==> src/rtl/frogger_pkg.sv <==
// rtl/frogger_pkg.sv - shared game-flow state encoding and bus widths
package frogger_pkg;

  typedef enum logic [1:0] {
    PLAY      = 2'd0,
    HOLD      = 2'd1,
    GAME_OVER = 2'd2
  } game_state_t;

  localparam int LEVEL_W = 4;
  localparam int LIVES_W = 2;
  localparam int SPEED_W = 3;

endpackage

==> src/rtl/edge_pulse.sv <==
// rtl/edge_pulse.sv - registers a level flag and flags its rising edge
module edge_pulse (
  input  logic clk,
  input  logic reset_n,
  input  logic flag,
  output logic pulse
);

  logic sample_q;
  logic prev_q;

  always_ff @(posedge clk or negedge reset_n) begin
    if (!reset_n) begin
      sample_q <= 1'b0;
      prev_q   <= 1'b0;
    end else begin
      sample_q <= flag;
      prev_q   <= sample_q;
    end
  end

  assign pulse = sample_q & ~prev_q;

endmodule

==> src/rtl/game_flow_controller.sv <==
// rtl/game_flow_controller.sv - level/lives/respawn sequencer with post-event frame hold
// FROGGER_LIVES_EN: track lives and allow GAME_OVER; otherwise lives is constant.
module game_flow_controller
  import frogger_pkg::*;
#(
  parameter int MAX_LEVEL   = 9,
  parameter int START_LIVES = 3,
  parameter int HOLD_FRAMES = 30
) (
  input  logic               clk,
  input  logic               reset_n,
  input  logic               frame_tick,
  input  logic               win_collision,
  input  logic               death_collision,
  input  logic               restart_req,
  output logic [LEVEL_W-1:0] level,
  output logic [LIVES_W-1:0] lives,
  output logic [SPEED_W-1:0] car_speed,
  output logic               frog_reset,
  output logic               game_over
);

  localparam int HOLD_W = $clog2(HOLD_FRAMES + 1);

  logic win_ev, death_ev, restart_ev;

  edge_pulse u_win     (.clk(clk), .reset_n(reset_n), .flag(win_collision),   .pulse(win_ev));
  edge_pulse u_death   (.clk(clk), .reset_n(reset_n), .flag(death_collision), .pulse(death_ev));
  edge_pulse u_restart (.clk(clk), .reset_n(reset_n), .flag(restart_req),     .pulse(restart_ev));

  game_state_t        state_q, state_d;
  logic [LEVEL_W-1:0] level_q, level_d;
  logic [HOLD_W-1:0]  hold_q, hold_d;
  logic               frog_reset_q, frog_reset_d;
  logic               game_over_q, game_over_d;
  logic               death_fatal;

`ifdef FROGGER_LIVES_EN
  logic [LIVES_W-1:0] lives_q, lives_d;

  assign death_fatal = (lives_q == LIVES_W'(1));

  // A simultaneous win shadows the death, so lives only drop on a lone death.
  always_comb begin
    lives_d = lives_q;
    if (restart_ev)
      lives_d = LIVES_W'(START_LIVES);
    else if (state_q == PLAY && !win_ev && death_ev)
      lives_d = lives_q - LIVES_W'(1);
  end

  always_ff @(posedge clk or negedge reset_n) begin
    if (!reset_n) lives_q <= LIVES_W'(START_LIVES);
    else          lives_q <= lives_d;
  end

  assign lives = lives_q;
`else
  assign death_fatal = 1'b0;
  assign lives       = LIVES_W'(START_LIVES);
`endif

  always_comb begin
    state_d      = state_q;
    level_d      = level_q;
    hold_d       = hold_q;
    frog_reset_d = 1'b0;
    if (restart_ev) begin
      level_d      = '0;
      hold_d       = '0;
      frog_reset_d = 1'b1;
      state_d      = HOLD;
    end else begin
      case (state_q)
        PLAY: begin
          if (win_ev) begin
            level_d      = (level_q == LEVEL_W'(MAX_LEVEL)) ? '0 : level_q + LEVEL_W'(1);
            hold_d       = '0;
            frog_reset_d = 1'b1;
            state_d      = HOLD;
          end else if (death_ev) begin
            if (death_fatal) begin
              state_d = GAME_OVER;
            end else begin
              hold_d       = '0;
              frog_reset_d = 1'b1;
              state_d      = HOLD;
            end
          end
        end
        HOLD: begin
          if (frame_tick) begin
            if (hold_q == HOLD_W'(HOLD_FRAMES - 1)) begin
              hold_d  = '0;
              state_d = PLAY;
            end else begin
              hold_d = hold_q + HOLD_W'(1);
            end
          end
        end
        GAME_OVER: ;
        default: state_d = PLAY;
      endcase
    end
    game_over_d = (state_d == GAME_OVER);
  end

  always_ff @(posedge clk or negedge reset_n) begin
    if (!reset_n) begin
      state_q      <= PLAY;
      level_q      <= '0;
      hold_q       <= '0;
      frog_reset_q <= 1'b0;
      game_over_q  <= 1'b0;
    end else begin
      state_q      <= state_d;
      level_q      <= level_d;
      hold_q       <= hold_d;
      frog_reset_q <= frog_reset_d;
      game_over_q  <= game_over_d;
    end
  end

  assign level      = level_q;
  assign frog_reset = frog_reset_q;
  assign game_over  = game_over_q;
  assign car_speed  = level_q[3:1] + SPEED_W'(1);

endmodule

==> config.mk <==
export PLATFORM = sky130hd
export DESIGN_NAME = game_flow_controller
export DESIGN_NICKNAME = d
export VERILOG_FILES = /design/src/rtl/frogger_pkg.sv /design/src/rtl/edge_pulse.sv /design/src/rtl/game_flow_controller.sv
export SDC_FILE = /design/constraint.sdc
export NUM_CORES = 1
export LEC_CHECK = 0
export ABC_AREA = 0
export ABC_CLOCK_PERIOD_IN_PS = 1530
export CELL_PAD_IN_SITES_DETAIL_PLACEMENT = 0
export CELL_PAD_IN_SITES_GLOBAL_PLACEMENT = 2
export CORE_MARGIN = 8
export CORE_UTILIZATION = 29
export DETAILED_ROUTE_END_ITERATION = 12
export GPL_TIMING_DRIVEN = 1
export PLACE_DENSITY_LB_ADDON = 0.1
export SLEW_MARGIN = 20
export SYNTH_ARGS = -nofsm -noshare
export SYNTH_HDL_FRONTEND = slang
export SYNTH_SLANG_ARGS = --single-unit
export TNS_END_PERCENT = 1
==> constraint.sdc <==
create_clock -name clk -period 1.53 [get_ports clk]
set_clock_uncertainty 0.1 [all_clocks]
set_input_delay 0.153 -clock clk [delete_from_list [all_inputs] [get_ports clk]]
set_output_delay 0.153 -clock clk [all_outputs]
set_load 0.05 [all_outputs]
Word level (Yosys, flattened, before mapping). Cells that the tools add are included.

Register bits after elaboration: 19. Bits in latches: 0. RAM bits: 0. Memory bits (read-only): 0. Bits of input ports: 6. Output and inout bits: 11. Memories: 0.

Add/sub/neg operators: 3. Multiply operators: 0. Div/mod/pow operators: 0. $lt $le $gt $ge: 0. Equality and inequality tests: 7. Shift-type cells: 0. Mux-type cells: 20. Bitwise operators: 6. Reduce and logical (&&, ||, !) cells: 6.

Operator list (number): two-way mux 5 bit (5); two-way mux 4 bit (4); two-way mux 2 bit (5); case mux 5 bit (2 select lines) (1); case mux 2 bit (3 select lines) (1); adder 5 x 1 -> 5 bit (second input constant) (1); == test 5 bit (second input constant) (1); adder 4 x 1 -> 4 bit (second input constant) (1); == test 2 bit (second input constant) (2); == test 4 bit (second input constant) (1); two-way mux 1 bit (4); inequality test 4 x 3 -> 1 bit (second input constant) (1); nonzero test 2 bit (2); adder 3 x 1 -> 3 bit (second input constant) (1); AND 1 bit (3); inequality test 3 bit (second input constant) (1); NOT 1 bit (3); AND reduction 3 bit (1); nonzero test 3 bit (1); == test 2 x 1 -> 1 bit (second input constant) (1); zero test 2 bit (1); AND reduction 2 bit (1).

Depth between registers and ports, before layout. Gate-level depths: netlist of run 1.

Word-level depth: 7. Depth in mapped cells: 6.

Cells and area by module. From an unflattened synthesis of run 1, not the netlist that was laid out.

Cells, all modules: 83. Area total of the unflattened synthesis: 949.7 um^2.

Modules (own cells, without submodules): game_flow_controller (times used 1, cells each 74, area each 758.2 um^2, sequential area each 325.3 um^2); edge_pulse (times used 3, cells each 3, area each 63.8 um^2, sequential area each 50.0 um^2).

Worst setup path after synthesis of run 1. No wires, ideal clock.

Kind: register to register. Start point: register level_q[1] (netlist: level[1]). End point: register level_q[0] (netlist: level[0]). Library setup time: 0.145 ns. Data arrival time: 1.753 ns. Path slack: -0.468 ns. Cell stages (with the launch flop): 7. Path buffers: 0. Path through: dfrtp_1 inv_1 ha_1 nand2_1 o21ai_0 nand2b_4 mux2i_1.

Longest elaborated chain between the ends: 5.

Ends and longest elaborated chain: start: declaration (RTL line game_flow_controller.sv:32) `logic [LEVEL_W-1:0] level_q, level_d;`; start signal: assignment (RTL line game_flow_controller.sv:117) `level_q <= level_d;`; == test 4 bit (RTL line game_flow_controller.sv:77) `level_d = (level_q == LEVEL_W'(MAX_LEVEL)) ? '0 : level_q + LEVEL_W'(1);`; two-way mux 4 bit (RTL line game_flow_controller.sv:77); two-way mux 4 bit (RTL line game_flow_controller.sv:76) `if (win_ev) begin`; two-way mux 4 bit (RTL line game_flow_controller.sv:74) `case (state_q)`; two-way mux 4 bit (RTL line game_flow_controller.sv:68) `if (restart_ev) begin`.

Every way passes these cells. The select of a mux whose other input is x is not followed. A chain may end at the register's enable or synchronous reset.

Worst setup path in the final report of run 1.
Start point: register hold_q[1]. End point: register hold_q[4].

Longest elaborated chain between the ends: 5.

Ends and longest elaborated chain: start: declaration (RTL line game_flow_controller.sv:33) `logic [HOLD_W-1:0] hold_q, hold_d;`; start signal: assignment (RTL line game_flow_controller.sv:118) `hold_q <= hold_d;`; adder 5 x 1 -> 5 bit / == test 5 bit (equally long branches) (RTL line game_flow_controller.sv:97, game_flow_controller.sv:93); two-way mux 5 bit * (RTL line game_flow_controller.sv:93) `if (hold_q == HOLD_W'(HOLD_FRAMES - 1)) begin`; two-way mux 5 bit * (RTL line game_flow_controller.sv:92) `if (frame_tick) begin`; case mux 5 bit (2 select lines) * (RTL line game_flow_controller.sv:74); two-way mux 5 bit * (RTL line game_flow_controller.sv:68).

Mark *: on every way between the ends. The rest lies on a longest branch, timed or not. The select of a mux whose other input is x is not followed.

==> results.env, run 1 <==
CRIT_TYPE='flop to flop'
REGTOREGSETUPSLACK_NS=0.008
POST_ROUTE_CELLS_DRIVE_ABOVE_1_SHARE_PCT=45.4
POWER.DENSITY_CELL_AREA_nW_PER_UM2=950
DPL_WS_NS=-0.112
WORST_PATH_CELL_TRACE='inv_2 > ha_4 > and4_4 > nor4b_4 > and3_1 > a221o_1'
CP_STARTPOINT_KIND='flop'
CAP_VIOL_MAX_COUNT=0
CP-END-KIND='flop'
NUM-NETS-FINAL=131
AREA.SEQUENTIAL_UM2=477
MULTIINPUTGATEAREA_UM2=494
CORE_AREA_UM2=3050
WORST-ENDPOINT-REQUIRED_NS=1.61
SYNTH_SEQ_CELLS=19
TOTAL_DIE_AREA_UM2=5250
HTREEDEPTH=1
POST-ROUTE-MIN-PERIOD_NS=1.52
WORST_PATH_DOMINANT_CELL_FAMILY='simple AND/OR/NAND/NOR gates'
RR_STARTPOINT='hold_q[1]$_DFFE_PN0P_'
AVGSYNTHCELLAREA_UM2=11.6
FINAL_CELLS=163
STATUS='completed'
POST_CTS_HOLD_BUFFER_COUNT=0
AVGROUTEDWIREPERCELL_UM=12.4
NUMCTSBUFFERS=3
DELAY_OF_THE_SLOWEST_CELL_ON_THE_WORST_PATH_NS=0.40
CELLLEAKAGEPOWER_nW=0.665
POWER_SWITCHING_W=0.000416
WORST_SETUP_PATH_STARTPOINT='hold_q[1]$_DFFE_PN0P_'
REPORT.FINAL.SLEW_VIOL_COUNT=0
ROUTE.DETAILED.DRC=0
MAX_FCLK_MHz=657
SWITCHING_SHARE_OF_POWER_PCT=30.0
ROUTE.ANTENNA.REMAINING_NETS=0
DESIGN_POWER_TOTAL_W=0.00139
PLACED_CELLS=151
VIASPERCELL=4.36
WORST_REG2REG_PATH_DEPTH=6
TNS_NS=0
MIN_PERIOD_OVER_PERIOD_PCT=99.5
CLOCK_SINKS=19
ANTENNA_FOUND_INITIAL=0
FIN_WS_NS=0.00776
FINAL-SETUP-VIOL-COUNT=0
FINAL_CORE_UTIL_PCT=47.9
YS_TYPES=35
HOLD_VIOL_FINAL=0
CLOCK_LATENCY_NS=0.29
REGTOREGENDPOINT='hold_q[4]$_DFFE_PN0P_'
RSZ_0062_RAISED_AFTER_GLOBAL_ROUTING='true'
DP_HPWL_UM=1470
GLOBAL_ROUTE_WIRE_LENGTH_BEFORE_REPAIR_UM=3700
CHIPWIDTH_UM=72.5
CLOCK_TREE_FROM_TRITONCTS='built'
NUM_ANTENNA_CELLS=0
CTS-ROOT-BUF='clkbuf_4'
CTS.CLK_SLEW.WORST_PATHS_NS=0.12
VDD_DROP_MAX_V=0.000635
COMBINATIONALPOWERSHARE_PCT=36.9
START_UTIL_PCT=30.3
CLOCK_TREE.BUFFER_DEPTH=2
CP_MAX_FO=4
ROUTABILITYCONGESTION=0.818
FIRST_ITER_VIOLATIONS=17
CRITICAL_PATH_BUF_INV_COUNT=1
INTPOWER_W=0.000972
FINALWIRELENGTH_UM=2020
P_CLK_SHARE_PCT=18.0
POWER.SHARE.SEQUENTIAL_PCT=45.1
CRIT_PATH_END='hold_q[4]$_DFFE_PN0P_'
ARRIVAL_NS=1.60
IO_BUFFERS=14
GR-TOTAL-OVERFLOW=0
SYNTHESIS.INSTANCES=80
SYN2LAYOUT_AREA_GROWTH_PCT=58.1
SITE_ROW_COUNT=20
CP_SLOWEST_CELL='dfrtp_1'
MAPPEDNETLISTAREA_UM2=925
WORST_HOLD_PATH_TYPE='input pin to async pin'
MAXIMUM_NUMBER_OF_PINS_ON_ONE_NET_BEFORE_GLOBAL_ROUTE_REPAIR=20
IOPINCOUNT=17
GLOBALROUTETOTALUTIL_PCT=8.70
FILL_CELLS=275
FIRST_GLOBAL_VIAS=815
CP_NUM_CELLS=6
FLOORPLAN_DIE_HEIGHT_UM=72.5
SYNTH.YOSYS.SEQ_AREA_SHARE_PCT=51.4
NUM_VIAS=710
SYNTHESIS.YOSYS.WARNINGS=0
DRTPASS1ITERATIONS=4
==> power groups by stage <==
| stage | clock network [W] | registers [W] | logic [W] |
|---|---|---|---|
| global route | 0.000286 | 0.000637 | 0.000568 |
| CTS | 0.000268 | 0.000623 | 0.000503 |
| finish | 0.000250 | 0.000626 | 0.000512 |
| detailed placement | 0 | 0.000627 | 0.000380 |
| global placement | 0 | 0.000631 | 0.000371 |
| floorplan | 0 | 0.000654 | 0.000177 |
==> metal layers <==
metal | part of all wire, % | routed length [um] | up-vias | global-route usage, %
li1 | - | - | 358 | -
met1 | 43 | 870 | 338 | 9.76
met4 | 0.64 | 13 | 0 | 3.33
met5 | 0 | 0 | - | 0
met3 | 5.9 | 119 | 2 | 2.89
met2 | 50 | 1020 | 12 | 14.8
==> stage by stage <==
step,area [um^2],hold slack (ns)
floorplan,957,-0.243
global placement,1310,0.257
detailed placement,1310,0.262
CTS,1440,0.0887
global route,1460,0.105
finish,1460,0.0842
==> registers in the layout, indices dropped and copies added, names as in the netlist <==
signal              cells
u_restart.prev_q        1
u_win.prev_q            1
frog_reset              1
u_death.prev_q          1
u_restart.sample_q      1
game_over               1
u_death.sample_q        1
state_q                 2
u_win.sample_q          1
hold_q                  5
level                   4
==> layout by cell type (no fill, tap or decap), types with 2 or more instances in the layout <==
cell | netlist | layout
nor2b_1 | 4 | 4
a221o_1 | 2 | 2
ha_4 | 0 | 3
nand2b_1 | 2 | 2
clkbuf_4 | 0 | 3
nor2_1 | 4 | 4
dfrtp_1 | 19 | 18
buf_6 | 1 | 2
buf_4 | 2 | 24
nand2_1 | 5 | 5
buf_12 | 0 | 7
o21ai_1 | 0 | 2
nor3b_1 | 2 | 2
mux2i_1 | 2 | 2
and3_1 | 3 | 2
ha_1 | 5 | 2
nand3_1 | 2 | 2
clkdlybuf4s50_1 | 0 | 5
conb_1 | 1 | 2
==> cells in the mapped netlist <==
library cell / n / share of area (%)
dfrtp_1: 19 / 51
ha_1: 5 / 6.8
nand2_1: 5 / 2.0
nor2_1: 4 / 1.6
nor2b_1: 4 / 2.7
o21ai_0: 4 / 2.2
and3_1: 3 / 2.0
inv_1: 3 / 1.2
a221o_1: 2 / 2.2
buf_4: 2 / 1.6
mux2i_1: 2 / 2.2
nand2b_1: 2 / 1.4
nand3_1: 2 / 1.1
nor3b_1: 2 / 1.6
a21bo_2: 1 / 1.1
a311o_1: 1 / 1.1
and2_1: 1 / 0.68
and4_1: 1 / 0.95
buf_6: 1 / 1.2
clkbuf_1: 1 / 0.41
conb_1: 1 / 0.41
mux2_2: 1 / 1.2
nand2_4: 1 / 1.2
nand2b_4: 1 / 1.5
nand3b_1: 1 / 0.81
nor3_1: 1 / 0.54
nor4_1: 1 / 0.68
nor4b_1: 1 / 0.95
o211ai_1: 1 / 0.81
o2bb2ai_1: 1 / 0.95
o31ai_2: 1 / 1.4
o32ai_1: 1 / 0.95
or2b_1: 1 / 0.81
or4b_4: 1 / 1.5
xor2_1: 1 / 0.95
==> timing repair <==
item                       4_1_cts  5_1_grt
pin swaps                        3        4
setup endpoints to repair        8       11
resized for setup                9        7
gates cloned                     0        0
setup buffers                   10        0
==> worst min-delay path by stage <==
| stage | from | end | slack, ns |
|---|---|---|---|
| 2_1_floorplan | reset_n | frog_reset$_DFF_PN0_ | -0.24 |
| 3_3_place_gp | u_death.sample_q$_DFF_PN0_ | u_death.prev_q$_DFF_PN0_ | 0.26 |
| 3_5_place_dp | u_death.sample_q$_DFF_PN0_ | u_death.prev_q$_DFF_PN0_ | 0.26 |
| 4_1_cts | reset_n | u_restart.sample_q$_DFF_PN0_ | 0.09 |
| 5_1_grt | reset_n | u_restart.sample_q$_DFF_PN0_ | 0.10 |
| 6_report | reset_n | u_restart.sample_q$_DFF_PN0_ | 0.08 |
==> cells by family after synthesis <==
logic type / share of synthesized area [%]
and+or+nand+nor: 22.1
muxes: 3.38
DFF: 51.4
xor gates and xnor gates: 0.947
adders and majority gates: 6.77
buffers and inverters: 4.46
other: 0.406
AOI/OAI and AO/OA: 10.6
==> layout make-up <==
class | count | share of cell area (%)
Tap cell | 44 | 3.77
Multi-Input combinational cell | 55 | 33.8
Timing Repair Buffer | 38 | 26.9
Inverter | 3 | 1.03
Clock inverter | 1 | 0.342
Clock buffer | 3 | 1.54
Sequential cell | 19 | 32.6
Power figures use the tool's default switching activity.
==> run 2: changes to the inputs <==
HOLD_SLACK_MARGIN = 0.08   (was unset)
==> results of run 2 <==
No change in the layout: final DEF, timing and power equal those of run 1.
==> run 3: changes to the inputs <==
PLACE_DENSITY = 0.81   (was unset)
PLACE_DENSITY_LB_ADDON = unset   (was 0.1)
==> run 3 against run 2 <==
  * The flow now finishes with violations (setup timing)
  * Clock-buffer cell count stayed put
  * Combinational power is 25% lower
  * Worst setup slack worse by 0.042 ns
  * Fmax is 2.7% lower
  * Die area stayed put
  * Hold slack better by 0.10 ns
  * Largest power group unchanged
==> results.env, run 3 (same netlist as run 1, synthesis figures left out) <==
ARRIVAL_NS=1.67  # +0.07 ns
FLOORPLAN_DIE_HEIGHT_UM=72.5  # unchanged
CELLLEAKAGEPOWER_nW=0.640  # -3.9%
RSZ_0062_RAISED_AFTER_GLOBAL_ROUTING='true'
NUMCTSBUFFERS=3  # unchanged
CTS.CLK_SLEW.WORST_PATHS_NS=0.10  # -0.02 ns
WORST_REG2REG_PATH_DEPTH=4  # -2
GLOBAL_ROUTE_WIRE_LENGTH_BEFORE_REPAIR_UM=3070  # -17%
REGTOREGSETUPSLACK_NS=-0.03  # -0.04 ns
TOTAL_DIE_AREA_UM2=5250  # unchanged
CP-END-KIND='flop'
CLOCK_TREE_FROM_TRITONCTS='built'
MAX_REG_FLOPS=5  # unchanged
FIN_WS_NS=-0.0342  # -0.0420 ns
DP_HPWL_UM=1420  # -3.2%
CP_STARTPOINT_KIND='flop'
STATUS='complete, but fails checks'
POWER.DENSITY_CELL_AREA_nW_PER_UM2=885  # -6.8%
FIRST_GLOBAL_VIAS=671  # -18%
GR-TOTAL-OVERFLOW=0  # unchanged
MOSTFREQUENTLAYOUTCELL='dfrtp_1'
CHIPWIDTH_UM=72.5  # unchanged
IO_BUFFERS=14  # unchanged
LARGEST-REGISTER='hold_q'
SITE_ROW_COUNT=20  # unchanged
CORE_AREA_UM2=3050  # unchanged
CLOCK_SINKS=19  # unchanged
MAXIMUM_NUMBER_OF_PINS_ON_ONE_NET_BEFORE_GLOBAL_ROUTE_REPAIR=20  # unchanged
ROUTABILITYCONGESTION=0.857  # +4.8%
SYN2LAYOUT_AREA_GROWTH_PCT=53.0
DPL_WS_NS=-0.117  # -0.00584 ns
NUM_ANTENNA_CELLS=0  # unchanged
CP_MAX_FO=5  # +1
HOLD-WORST-SLACK_NS=0.187  # +0.103 ns
HOLD_VIOL_FINAL=0  # unchanged
FAILED_CHECKS='setup timing'
POST-ROUTE-MIN-PERIOD_NS=1.56  # +0.0420 ns
VDD_DROP_MAX_V=0.000446  # -30%
NUM-NETS-FINAL=125  # -4.6%
REGTOREGENDPOINT='level[2]$_DFFE_PN0P_'
FINAL_CELL_MIX='dfrtp_1 (18), buf_4 (17), buf_12 (7)'
GLOBALROUTETOTALUTIL_PCT=7.67  # -1.0 points
CTS-ROOT-BUF='clkbuf_4'
IOPINCOUNT=17  # unchanged
CLOCK_LATENCY_NS=0.29  # about the same
VIASPERCELL=4.31  # -1.0%
FINALWIRELENGTH_UM=1900  # -6.0%
FINAL-SETUP-VIOL-COUNT=2  # +2
MIN_PATH_CELLS=1
RR_STARTPOINT='state_q[1]$_DFF_PN0_'
MAX_FCLK_MHz=639  # -2.7%
MIN_PERIOD_OVER_PERIOD_PCT=102  # +2.7 points
HP_START='win_collision'
FILL_CELLS=291  # +5.8%
CRIT_TYPE='flop to flop'
REPORT.FINAL.SLEW_VIOL_COUNT=0  # unchanged
WORST-ENDPOINT-REQUIRED_NS=1.64  # +0.03 ns
START_UTIL_PCT=30.3  # unchanged
AVGROUTEDWIREPERCELL_UM=12.1  # -2.4%
TIMING.HOLD.WORST_ENDPOINT='u_win.sample_q$_DFF_PN0_'
ANTENNA_FOUND_INITIAL=0  # unchanged
ROUTE.ANTENNA.REMAINING_NETS=0  # unchanged
NUM_VIAS=677  # -4.6%
ROUTE.DETAILED.DRC=0  # unchanged
CLOCK_TREE.BUFFER_DEPTH=2  # unchanged
WORST_HOLD_PATH_TYPE='input pin to flop'
HTREEDEPTH=1  # unchanged
POST_ROUTE_CELLS_DRIVE_ABOVE_1_SHARE_PCT=43.4  # -2.0 points
CAP_VIOL_MAX_COUNT=0  # unchanged
FIRST_ITER_VIOLATIONS=20  # +3
DRTPASS1ITERATIONS=4  # unchanged
-- run 3: how the worst max path moves through the flow --
stage                                  endpoint  depth (start not counted)                   from
final                      level[2]$_DFFE_PN0P_                          4   state_q[1]$_DFF_PN0_
after global routing       level[2]$_DFFE_PN0P_                          3   state_q[1]$_DFF_PN0_
after CTS                  level[1]$_DFFE_PN0P_                          2   state_q[1]$_DFF_PN0_
after detailed placement  hold_q[3]$_DFFE_PN0P_                          7  hold_q[1]$_DFFE_PN0P_
after global placement    hold_q[2]$_DFFE_PN0P_                          6  hold_q[0]$_DFFE_PN0P_
after floorplan            level[2]$_DFFE_PN0P_                          6   level[1]$_DFFE_PN0P_
-- run 3: area by class of cell --
class	instances	area [um^2]	share of cell area [%]
Clock buffer	3	22.5	1.59
Clock inverter	1	5.00	0.354
Inverter	3	15.0	1.06
Multi-Input combinational cell	55	490	34.7
Sequential cell	19	477	33.7
Tap cell	44	55.1	3.89
Timing Repair Buffer	32	350	24.8
-- run 3: per-stage QoR --
stage | std cells | total power [W] | setup TNS, ns | util, % | instance area, um^2
after global placement | 149 | 0.000993 | -0.294 | 42.3 | 1290
after global routing | 157 | 0.00135 | -0.556 | 46.4 | 1420
after detailed placement | 149 | 0.000996 | -0.367 | 42.3 | 1290
final | 157 | 0.00125 | -0.0346 | 46.4 | 1420
after CTS | 157 | 0.00126 | -0.0652 | 45.3 | 1380
after floorplan | 81 | 0.000831 | -1.47 | - | 957
-- run 3: repair_timing --
action,in CTS,in global routing
endpoints found under the setup margin,9,12
gates resized for setup,6,9
hold endpoints to repair,19,0
hold buffers,1,0
setup buffers,4,0
pin swaps,3,5
-- run 3: where the power goes --
| group | internal, W | leakage (nW) | switching, W |
|---|---|---|---|
| sequential | 0.000570 | 0.234 | 0.0000567 |
| combinational | 0.000216 | 0.388 | 0.000167 |
| clock | 0.0000974 | 0.0177 | 0.000145 |
-- run 3: worst max-delay path: stages, from the launching register on --
cell,delay (ns)
dfrtp_1,0.44
or4b_4,0.58
nand2_4,0.11
nand2b_4,0.07
o31ai_2,0.19
-- run 3: layer usage --
layer	up-vias	GRT usage, %	part of all wire, %
met1	319	9.74	49
met4	0	4.67	2.1
met3	2	2.62	2.3
li1	344	-	-
met2	12	10.8	47
met5	-	0	0
